===== src/rtl/pll_reset_pkg.sv =====
// Shared types and sizing helpers for the PLL-driven reset sequencer.
// Holds the FSM state encoding and the qualification counter width function.
package pll_reset_pkg;

  typedef enum logic [1:0] {
    HOLD      = 2'd0,
    WAIT_LOCK = 2'd1,
    RELEASE   = 2'd2,
    RUN       = 2'd3
  } state_t;

  // Counter must hold the larger terminal count; it is cleared on every state change.
  function automatic int cnt_width(input int stable_cycles, input int hold_cycles);
    int max_cycles;
    max_cycles = (stable_cycles > hold_cycles) ? stable_cycles : hold_cycles;
    return $clog2(max_cycles + 1);
  endfunction

endpackage


===== src/rtl/sync_bit.sv =====
// N-stage single-bit synchroniser for asynchronous level inputs, cleared to 0 by reset.
// Latency STAGES clock edges; no flow control.
module sync_bit #(
  parameter int STAGES = 2
) (
  input  logic clock,
  input  logic reset,
  input  logic d,
  output logic q
);

  logic [STAGES-1:0] chain_q;
  logic [STAGES-1:0] chain_d;

  always_comb begin
    chain_d = {chain_q[STAGES-2:0], d};
  end

  always_ff @(posedge clock) begin
    if (reset) begin
      chain_q <= '0;
    end else begin
      chain_q <= chain_d;
    end
  end

  assign q = chain_q[STAGES-1];

endmodule


===== src/rtl/pll_reset_seq.sv =====
// Qualifies PLL lock, then releases sys_reset one cycle before raising ready; counts lock losses.
// Lock loss reaches sys_reset SYNC_STAGES+1 edges after pll_locked falls; no flow control.
module pll_reset_seq
  import pll_reset_pkg::*;
#(
  parameter int SYNC_STAGES   = 2,
  parameter int STABLE_CYCLES = 1024,
  parameter int HOLD_CYCLES   = 16,
  parameter int LOSS_CNT_W    = 8
) (
  input  logic                  clock,
  input  logic                  reset,
  input  logic                  pll_locked,
  input  logic                  loss_clear,
  output logic                  sys_reset,
  output logic                  ready,
  output logic                  lock_lost_sticky,
  output logic [LOSS_CNT_W-1:0] loss_count
);

  localparam int CW = cnt_width(STABLE_CYCLES, HOLD_CYCLES);
  localparam logic [CW-1:0] HOLD_LAST   = CW'(HOLD_CYCLES - 1);
  localparam logic [CW-1:0] STABLE_LAST = CW'(STABLE_CYCLES - 1);
  localparam logic [LOSS_CNT_W-1:0] LOSS_MAX = '1;

  logic lock_s;

  state_t                state_q, state_d;
  logic [CW-1:0]         cnt_q, cnt_d;
  logic                  sys_reset_q, sys_reset_d;
  logic                  ready_q, ready_d;
  logic                  sticky_q, sticky_d;
  logic [LOSS_CNT_W-1:0] loss_count_q, loss_count_d;
  logic                  lock_loss;

  sync_bit #(
    .STAGES(SYNC_STAGES)
  ) u_lock_sync (
    .clock(clock),
    .reset(reset),
    .d    (pll_locked),
    .q    (lock_s)
  );

  always_comb begin
    state_d      = state_q;
    cnt_d        = cnt_q;
    sys_reset_d  = sys_reset_q;
    ready_d      = ready_q;
    sticky_d     = sticky_q;
    loss_count_d = loss_count_q;
    lock_loss    = 1'b0;

    // Clear first so a coincident loss still records itself on top of it.
    if (loss_clear) begin
      sticky_d     = 1'b0;
      loss_count_d = '0;
    end

    case (state_q)
      HOLD: begin
        sys_reset_d = 1'b1;
        ready_d     = 1'b0;
        if (cnt_q == HOLD_LAST) begin
          cnt_d   = '0;
          state_d = WAIT_LOCK;
        end else begin
          cnt_d = cnt_q + CW'(1);
        end
      end
      WAIT_LOCK: begin
        sys_reset_d = 1'b1;
        ready_d     = 1'b0;
        if (!lock_s) begin
          cnt_d = '0;
        end else if (cnt_q == STABLE_LAST) begin
          cnt_d       = '0;
          state_d     = RELEASE;
          sys_reset_d = 1'b0;
        end else begin
          cnt_d = cnt_q + CW'(1);
        end
      end
      RELEASE: begin
        if (!lock_s) begin
          lock_loss = 1'b1;
        end else begin
          cnt_d   = '0;
          state_d = RUN;
          ready_d = 1'b1;
        end
      end
      RUN: begin
        if (!lock_s) begin
          lock_loss = 1'b1;
        end
      end
      default: begin
        cnt_d       = '0;
        state_d     = HOLD;
        sys_reset_d = 1'b1;
        ready_d     = 1'b0;
      end
    endcase

    if (lock_loss) begin
      state_d     = HOLD;
      cnt_d       = '0;
      sys_reset_d = 1'b1;
      ready_d     = 1'b0;
      sticky_d    = 1'b1;
      if (loss_count_d != LOSS_MAX) begin
        loss_count_d = loss_count_d + LOSS_CNT_W'(1);
      end
    end
  end

  always_ff @(posedge clock) begin
    if (reset) begin
      state_q      <= HOLD;
      cnt_q        <= '0;
      sys_reset_q  <= 1'b1;
      ready_q      <= 1'b0;
      sticky_q     <= 1'b0;
      loss_count_q <= '0;
    end else begin
      state_q      <= state_d;
      cnt_q        <= cnt_d;
      sys_reset_q  <= sys_reset_d;
      ready_q      <= ready_d;
      sticky_q     <= sticky_d;
      loss_count_q <= loss_count_d;
    end
  end

  assign sys_reset        = sys_reset_q;
  assign ready            = ready_q;
  assign lock_lost_sticky = sticky_q;
  assign loss_count       = loss_count_q;

endmodule


===== config.mk =====
export PLATFORM = sky130hd
export DESIGN_NAME = pll_reset_seq
export DESIGN_NICKNAME = d
export VERILOG_FILES = /design/src/rtl/pll_reset_pkg.sv /design/src/rtl/sync_bit.sv /design/src/rtl/pll_reset_seq.sv
export SDC_FILE = /design/constraint.sdc
export NUM_CORES = 1
export LEC_CHECK = 0
export BUFFER_PORTS_ARGS = -buffer_cell sky130_fd_sc_hd__buf_2
export CORE_MARGIN = 4
export CORE_UTILIZATION = 60
export CTS_CLUSTER_DIAMETER = 150
export DETAILED_ROUTE_END_ITERATION = 12
export PLACE_DENSITY_LB_ADDON = 0.15
export SLEW_MARGIN = 15
export SYNTH_ARGS = -nofsm -noshare
export SYNTH_HDL_FRONTEND = slang
export SYNTH_SLANG_ARGS = --single-unit

===== constraint.sdc =====
create_clock -name clock -period 4.5 [get_ports clock]
set_input_delay 0.225 -clock clock [delete_from_list [all_inputs] [get_ports clock]]
set_output_delay 0.225 -clock clock [all_outputs]
set_load 0.01 [all_outputs]

==> impl_metrics.ini, run 1 <==
[clock_network]
tritoncts = done
cts-root-to-sink-buffers = 2
post_cts_resize_count = 0
clock_root_buffer = sky130_fd_sc_hd__clkbuf_4
post_cts_buffers = 0
cts_hold_buffers = 0
worstSkewPairLatency_ns = 0.32
tritoncts_num_sinks = 26
cts_htree_levels = 1
total_cts_buffers = 3
clk_transition_reported_paths_ns = 0.15

[logic_synthesis]
postSynthAreaPerCell_um2 = 8.29
synthDominantAreaCellType = sky130_fd_sc_hd__dfxtp_1
asyncSetResetFlopFracSynth_pct = 0
yosysWarningCount = 0
postSynthCellCount = 170
yosys-top-cells-count = sky130_fd_sc_hd__dfxtp_1 (26), sky130_fd_sc_hd__nand2_1 (18), sky130_fd_sc_hd__nand3_1 (18)
postSynthNetCount = 181
synth_largest_type_area_fraction_pct = 36.9
synth_most_common_cell = sky130_fd_sc_hd__dfxtp_1
netlist_top_cells_area = sky130_fd_sc_hd__dfxtp_1 (37%), sky130_fd_sc_hd__nand3_1 (6.4%), sky130_fd_sc_hd__ha_1 (6.2%), sky130_fd_sc_hd__nand2_1 (4.8%), sky130_fd_sc_hd__nor2_1 (2.9%)
commonest_register_cell_after_synthesis = sky130_fd_sc_hd__dfxtp_1
synth_edf_count = 0
ys_ff_latch = 26
synth_area_mm2 = 0.00141
ys_seq_area_share_pct = 36.9
post_synth_num_cell_types = 41

[floorplan]
ios = 15
floorplan.die.width_um = 56.5
core.rowCount = 17
initial_core_util_pct = 63.1
core_mm2 = 0.00223
floorplan.die_area_mm2 = 0.00319
die_height_um = 56.5

[critical_path]
worstPathRequired_ns = 4.76
worst_setup_path_end_kind = flop
crit_fanout = 11
cp-start-kind = flop
critPathKind = flop to flop
r2r_slack_ns = 2.19
arrival_ns = 2.57

[grt]
first_global_vias = 1198
overflow = 0
globalRouteTotalUtil_pct = 19.8
antenna_violations_before_repair = 0
grt_start_max_net_pins = 16
global_route_wire_length_before_repair_um = 5220

[timing]
timing.hold.ws_ns = 0.0975
final-max-slew-violation-count = 0
setup_viol = 0
min_period_over_period_pct = 51.3
finalCriticalPeriod_ns = 2.31
worstMarginPinSlew_ns = 0.743
timing_hold_violations_final = 0
slew_headroom_pct = 50.4
sum_of_negative_setup_slack_ns = 0
rsz0062_at_grt = no
fmax_mhz = 433
fin_skew_ns = 0.00412

[placement]
placement.io_buffers = 14
numPlacedInstances = 207
hpwl_um = 2260
globalplace.congestion = 0.891

[route]
detailroute.via_count = 1307
routed_via_density = 6.19
drtAntennaViolNets = 0
drc = 0
finalWirelength_um = 3020
drt-wirelength-per-cell_um = 14.3
detailedRoute.firstPassIterationCount = 4
first_iter_violations = 57

[power_and_ir_drop]
comb_power_share_pct = 3.5
power.switching_fraction_pct = 20.6
power-per-cell-area_mw_per_mm2 = 268
clockPowerShare_pct = 39.4
power.net_switching_mw = 0.0854
peakVddDrop_uv = 184
internal-power_mw = 0.329
power_frac_seq_pct = 57.1
leakagePower_nw = 0.605

[finish]
n_fill_cell = 186
antenna_cells = 0
final_cell_count_no_fill = 211
drive_gt1_share_pct = 13.1
multi_input_comb_area_um2 = 852
number_of_nets_at_the_end_of_the_flow = 195
area.growth.synth_to_final_pct = 9.68
area.sequential_um2 = 520

[worst_hold_path]
min_path_type = primary input to flop

[job]
max-cap-violations = 0

[outcome]
outcome = complete, no violations
[critical path: stages (launching register included)]
cell	delay [ns]
sky130_fd_sc_hd__dfxtp_1	0.43
sky130_fd_sc_hd__inv_1	0.09
sky130_fd_sc_hd__ha_1	0.25
sky130_fd_sc_hd__o21bai_1	0.40
sky130_fd_sc_hd__nor2b_1	0.67
sky130_fd_sc_hd__and3_1	0.25
sky130_fd_sc_hd__o21ai_0	0.06
sky130_fd_sc_hd__o21ai_0	0.10
[state kept, by name, indices dropped and copies added (netlist names)]
register	count
loss_count	8
u_lock_sync.chain_q	2
ready	1
cnt_q	11
sys_reset	1
lock_lost_sticky	1
state_q	2
[cell usage in the layout, fill, tap and decap left out, types with 2 or more instances in the layout]
master                     count
sky130_fd_sc_hd__nand4_1       4
sky130_fd_sc_hd__nor3_1        7
sky130_fd_sc_hd__nand2_1      18
sky130_fd_sc_hd__buf_2        14
sky130_fd_sc_hd__o21ai_0       7
sky130_fd_sc_hd__mux2i_1       2
sky130_fd_sc_hd__xnor2_1       2
sky130_fd_sc_hd__nor2_1       11
sky130_fd_sc_hd__nor2b_1       6
sky130_fd_sc_hd__a31oi_1       2
sky130_fd_sc_hd__inv_1         4
sky130_fd_sc_hd__o21a_1        2
sky130_fd_sc_hd__and3_1        5
sky130_fd_sc_hd__a21oi_1       8
sky130_fd_sc_hd__o31ai_1       4
sky130_fd_sc_hd__nand4b_1      3
sky130_fd_sc_hd__nand2b_1      5
sky130_fd_sc_hd__nor4_1        3
sky130_fd_sc_hd__clkbuf_4      3
sky130_fd_sc_hd__xor2_1        3
sky130_fd_sc_hd__nand3_1      18
sky130_fd_sc_hd__dfxtp_1      26
sky130_fd_sc_hd__ha_1          7
[area by class of cell]
type	count	area share, %
Sequential cell	26	33.7
Clock buffer	3	1.46
Tap cell	28	2.27
Multi-Input combinational cell	135	55.1
Inverter	4	0.972
Clock inverter	1	1.94
Timing Repair Buffer	14	4.53
[final timing paths]
check                          from                endpoint  cells past startpoint
max                      state_q[0]                cnt_q[3]                      7
min reg2reg  u_lock_sync.chain_q[0]  u_lock_sync.chain_q[1]                      1
max reg2reg              state_q[0]                cnt_q[3]                      7
min                      pll_locked  u_lock_sync.chain_q[0]                      2
[cells by family after synthesis]
family                     count (synthesis)  synth area share [%]
adders and majority gates                  7                  6.22
muxes                                      2                  1.42
DFF                                       26                  36.9
and+or+nand+nor                           87                  33.5
buffers and inverters                      9                  2.58
xor gates and xnor gates                   5                  3.11
AOI/OAI and AO/OA                         34                  16.3
[through the flow]
stage / area (um2) / worst slack (ns) / power, mW / util [%]
global placement: 1490 / 2.33 / 0.255 / 66.8
finish: 1550 / 2.19 / 0.414 / 69.2
floorplan: 1410 / 2.75 / 0.252 / -
detailed placement: 1490 / 2.23 / 0.256 / 66.8
global route: 1550 / 1.91 / 0.425 / 69.2
CTS: 1550 / 2.17 / 0.417 / 69.2
[power groups by stage]
| stage | clock [mW] | combinational [mW] | sequential, mW |
|---|---|---|---|
| final | 0.163 | 0.0145 | 0.236 |
| after detailed placement | 0 | 0.0145 | 0.241 |
| after global routing | 0.172 | 0.0167 | 0.237 |
| after floorplan | 0 | 0.0113 | 0.241 |
| after CTS | 0.166 | 0.0145 | 0.236 |
| after global placement | 0 | 0.0141 | 0.241 |
[per-layer routing]
layer,GRT usage (%),wire length [um],vias up
met5,0,0,-
met4,5.08,39,0
met3,2.07,172,6
met2,33.0,1440,46
met1,27.1,1370,609
li1,-,-,646
(Power assumes the default switching activity.)
==> run 2: changes to the inputs <==
- CORE_UTILIZATION: 60 -> 51
- clock period: 4.5 -> 2 ns (I/O delays scaled with it)
==> impl_metrics.ini, run 2 (synthesis gave the netlist of run 1 again) <==
[worst_hold_path]
worst_hold_path.num_cells = 2
min_path_type = primary input to flop

[critical_path]
cp-start-kind = flop
r2r_start = cnt_q[8]
cpMaxStageDelayCell = sky130_fd_sc_hd__or4_4
cp.buffers_inverters = 0
worst_setup_path_end_kind = flop
critical-path-max-stage-delay_ns = 0.57
regToRegEndpoint = cnt_q[6]
worstPathRequired_ns = 2.23
worst_setup_path_startpoint = cnt_q[8]
arrival_ns = 2.21
cp-endpoint = cnt_q[6]
worst_path_dominant_cell_family = simple AND/OR/NAND/NOR gates
r2r_slack_ns = 0.02
critPathKind = flop to flop
r2r.worst_path.cells = 5
path_cells = or4_4 > nor4_4 > nor2_1 > a21oi_1 > o22ai_1
crit_fanout = 7
critical_path_cell_count = 5

[timing]
fin_skew_ns = 0.00909
worstMarginPinSlew_ns = 0.479
rsz0062_at_grt = no
min_period_over_period_pct = 99.2
timing_hold_violations_final = 0
final-max-slew-violation-count = 0
post-route-worst-setup-slack_ns = 0.0154
fmax_mhz = 504
slew_headroom_pct = 68.1
sum_of_negative_setup_slack_ns = 0
setup_viol = 0
finalCriticalPeriod_ns = 1.98

[finish]
leading_cell_type_in_the_layout_fill_and_taps_excluded = sky130_fd_sc_hd__dfxtp_1
final_cell_mix = sky130_fd_sc_hd__dfxtp_1 (26), sky130_fd_sc_hd__nand2_1 (18), sky130_fd_sc_hd__nand3_1 (18), sky130_fd_sc_hd__buf_2 (14), sky130_fd_sc_hd__buf_4 (13)
largest_reg_flops = 11
largest-register = cnt_q
drive_gt1_share_pct = 20.7
number_of_nets_at_the_end_of_the_flow = 210
design_area_mm2 = 0.00171
antenna_cells = 0
area.growth.synth_to_final_pct = 21.0

[grt]
globalRouteTotalUtil_pct = 19.3
first_global_vias = 1220
global_route_wire_length_before_repair_um = 5420
overflow = 0
grt_start_max_net_pins = 16
antenna_violations_before_repair = 0

[power_and_ir_drop]
peakVddDrop_uv = 483
leakagePower_nw = 0.680
power-per-cell-area_mw_per_mm2 = 556
total_power_draw_mw = 0.948

[clock_network]
worstSkewPairLatency_ns = 0.33
cts_htree_levels = 1
clock_root_buffer = sky130_fd_sc_hd__clkbuf_4
total_cts_buffers = 3
clk_transition_reported_paths_ns = 0.15
tritoncts = done
tritoncts_num_sinks = 26
cts-root-to-sink-buffers = 2

[route]
routed_via_density = 6.16
finalWirelength_um = 3560
drt-wirelength-per-cell_um = 15.6
drc = 0
detailroute.via_count = 1404
first_iter_violations = 90
detailedRoute.firstPassIterationCount = 4
drtAntennaViolNets = 0

[placement]
placement.io_buffers = 14
placement.setup.worst_slack_ns = 0.0367
globalplace.congestion = 0.818
hpwl_um = 2530
placedInstanceArea_mm2 = 0.00158

[floorplan]
floorplan.die.width_um = 60.6
die_height_um = 60.6
floorplan.die_area_mm2 = 0.00367
initial_core_util_pct = 55.4
core_mm2 = 0.00254
core.rowCount = 18
ios = 15

[outcome]
outcome = complete, no violations

[job]
max-cap-violations = 0
run 2: area by class of cell:
cell class	instances	area [um2]
Timing Repair Buffer	28	178
Tap cell	30	37.5
Multi-Input combinational cell	136	902
Inverter	4	15.0
Clock inverter	1	30.0
Sequential cell	26	520
Clock buffer	3	22.5
Fill cell	215	840
run 2: worst min-delay path by stage:
stage | from | end | slack [ns]
floorplan | reset | u_lock_sync.chain_q[0] | 0.17
global placement | pll_locked | u_lock_sync.chain_q[0] | 0.31
detailed placement | pll_locked | u_lock_sync.chain_q[0] | 0.32
CTS | reset | lock_lost_sticky | 0.07
global route | reset | u_lock_sync.chain_q[0] | 0.09
finish | reset | lock_lost_sticky | 0.07
run 2: metrics by stage:
stage                     cells  hold slack, ns  utilization (%)
final                       228          0.0704             67.0
after global routing        228          0.0875             67.0
after CTS                   225          0.0731             64.5
after detailed placement    220           0.317             62.0
after global placement      220           0.313             62.0
after floorplan             170           0.172                -
run 2: layer usage:
| metal | part of all wire, % | track usage, % | routed length [um] |
|---|---|---|---|
| met3 | 4.8 | 2.55 | 172 |
| met2 | 48 | 30.8 | 1710 |
| met4 | 1.5 | 6.50 | 55 |
| met5 | 0 | 0 | 0 |
| met1 | 46 | 26.7 | 1620 |
run 2: timing repair:
item                                    in CTS  in global routing
endpoints found under the setup margin       2                 12
cloned                                       0                  1
gates resized for setup                      0                  7
pin swaps                                    0                  2
endpoints found under the hold margin        1                  0
hold buffers                                 1                  0
setup buffers                                0                  2
run 2: where the power goes:
group / total [mW] / internal, mW / switching, mW
sequential: 0.532 / 0.525 / 0.00714
clock: 0.373 / 0.203 / 0.170
combinational: 0.0432 / 0.0194 / 0.0239
run 2: worst reg2reg max path: stages (launching register included):
cell	delay, ns
sky130_fd_sc_hd__dfxtp_1	0.40
sky130_fd_sc_hd__or4_4	0.57
sky130_fd_sc_hd__nor4_4	0.39
sky130_fd_sc_hd__nor2_1	0.16
sky130_fd_sc_hd__a21oi_1	0.25
sky130_fd_sc_hd__o22ai_1	0.12
==> run 3: changes to the inputs <==
- CELL_PAD_IN_SITES_DETAIL_PLACEMENT: default -> 0
- CELL_PAD_IN_SITES_GLOBAL_PLACEMENT: default -> 1
- CORE_UTILIZATION: 51 -> 39
==> impl_metrics.ini, run 3 (synthesis gave the netlist of run 1 again) <==
[grt]
overflow = 0
grt_start_max_net_pins = 15
globalRouteTotalUtil_pct = 15.7
antenna_violations_before_repair = 0
global_route_wire_length_before_repair_um = 5510
first_global_vias = 1177

[timing]
min_period_over_period_pct = 93.7
setup_viol = 0
fin_skew_ns = 0.00433
finalCriticalPeriod_ns = 1.87
final-max-slew-violation-count = 0
sum_of_negative_setup_slack_ns = 0
rsz0062_at_grt = no
fmax_mhz = 534
timing_hold_violations_final = 0
worstMarginPinSlew_ns = 0.402
slew_headroom_pct = 73.2

[route]
detailedRoute.firstPassIterationCount = 4
detail_route.wirelength.met1_um = 1740
routed_via_density = 5.36
drt-wirelength-per-cell_um = 13.7
first_iter_violations = 57
wl_met2_um = 1490
detailroute.via_count = 1303
top_layer = met4
drtAntennaViolNets = 0
finalWirelength_um = 3330
drc = 0
routed_wl_met3_um = 83

[floorplan]
ios = 15
core.rowCount = 21
floorplan.die.width_um = 68.1
floorplan.die_area_mm2 = 0.00464
die_height_um = 68.1
core_mm2 = 0.00342
initial_core_util_pct = 41.2

[critical_path]
worst_setup_path_end_kind = flop
cp-start-kind = flop
worst_setup_path_startpoint = loss_count[1]
critPathKind = flop to flop
crit_fanout = 7
r2r.worst_path.cells = 7
worstPathRequired_ns = 2.26
arrival_ns = 2.14
r2r_start = loss_count[1]

[outcome]
outcome = complete, no violations

[worst_hold_path]
min_path_type = primary input to flop
timing.hold.worst.start = reset
worst_hold_path.num_cells = 2

[finish]
final_cell_mix = sky130_fd_sc_hd__dfxtp_1 (26), sky130_fd_sc_hd__nand2_1 (18), sky130_fd_sc_hd__nand3_1 (18), sky130_fd_sc_hd__buf_2 (14), sky130_fd_sc_hd__buf_4 (12)
n_fill_cell = 355
leading_cell_type_in_the_layout_fill_and_taps_excluded = sky130_fd_sc_hd__dfxtp_1
design_area_mm2 = 0.00169
largest_reg_flops = 11
antenna_cells = 0
drive_gt1_share_pct = 20.3
post-route-util_pct = 49.4
largest-register = cnt_q
area.growth.synth_to_final_pct = 19.8
number_of_nets_at_the_end_of_the_flow = 209

[clock_network]
cts_htree_levels = 1
tritoncts = done
tritoncts_num_sinks = 26
total_cts_buffers = 3
clk_transition_reported_paths_ns = 0.14
clock_root_buffer = sky130_fd_sc_hd__clkbuf_4
cts-root-to-sink-buffers = 2
worstSkewPairLatency_ns = 0.32

[power_and_ir_drop]
power.switching_fraction_pct = 22.9
power_frac_seq_pct = 62.4
peakVddDrop_uv = 288
power-per-cell-area_mw_per_mm2 = 505
comb_power_share_pct = 5.3
power.net_switching_mw = 0.196
total_power_draw_mw = 0.853
internal-power_mw = 0.657
leakagePower_nw = 0.672
clockPowerShare_pct = 32.3

[placement]
hpwl_um = 2500
placedInstanceArea_mm2 = 0.00162
placement.io_buffers = 14
globalplace.congestion = 0.860

[job]
max-cap-violations = 0
## run 3: routing by layer
layer | vias to the layer above | GRT usage [%]
met5 | - | 0
met4 | 0 | 5.96
met3 | 2 | 1.97
met2 | 18 | 23.6
met1 | 608 | 22.5
li1 | 675 | -
## run 3: final timing paths
check / endpoint / slack (ns)
max reg2reg: loss_count[3] / 0.13
min reg2reg: u_lock_sync.chain_q[1] / 0.45
max: loss_count[3] / 0.13
min: lock_lost_sticky / 0.10
## run 3: power by group through the flow
stage / clock network (mW) / logic, mW / registers [mW]
finish: 0.275 / 0.0451 / 0.532
global placement: 0 / 0.0428 / 0.543
global route: 0.308 / 0.0499 / 0.533
detailed placement: 0 / 0.0434 / 0.543
floorplan: 0 / 0.0253 / 0.541
CTS: 0.287 / 0.0448 / 0.532
## run 3: cell type report
| class | count | area (um2) | area share (%) |
|---|---|---|---|
| Tap cell | 46 | 57.6 | 3.41 |
| Clock buffer | 4 | 36.3 | 2.15 |
| Sequential cell | 26 | 520 | 30.8 |
| Timing Repair Buffer | 28 | 190 | 11.3 |
| Inverter | 4 | 15.0 | 0.890 |
| Multi-Input combinational cell | 135 | 868 | 51.4 |
## run 3: metrics by stage
step                      hold slack [ns]  setup slack (ns)  instances
final                               0.102             0.126        243
after floorplan                     0.172             0.249        170
after CTS                          0.0861            0.0911        243
after detailed placement            0.313           -0.0345        237
after global routing               0.0931           0.00573        243
after global placement              0.311            0.0595        237
## run 3: what timing repair did
action                                 CTS  global route
setup buffers                            1             0
hold buffers                             1             0
resized for setup                        1             3
endpoints found under the hold margin    1             0
pin swaps                                1             0
setup endpoints to repair                6            10
## run 3: critical path: stages, from the launching register on
cell	delay, ns
sky130_fd_sc_hd__dfxtp_1	0.35
sky130_fd_sc_hd__nor2b_1	0.16
sky130_fd_sc_hd__ha_1	0.24
sky130_fd_sc_hd__and3b_1	0.20
sky130_fd_sc_hd__a41oi_2	0.40
sky130_fd_sc_hd__nand4_1	0.18
sky130_fd_sc_hd__xor2_1	0.17
sky130_fd_sc_hd__nor3_1	0.11
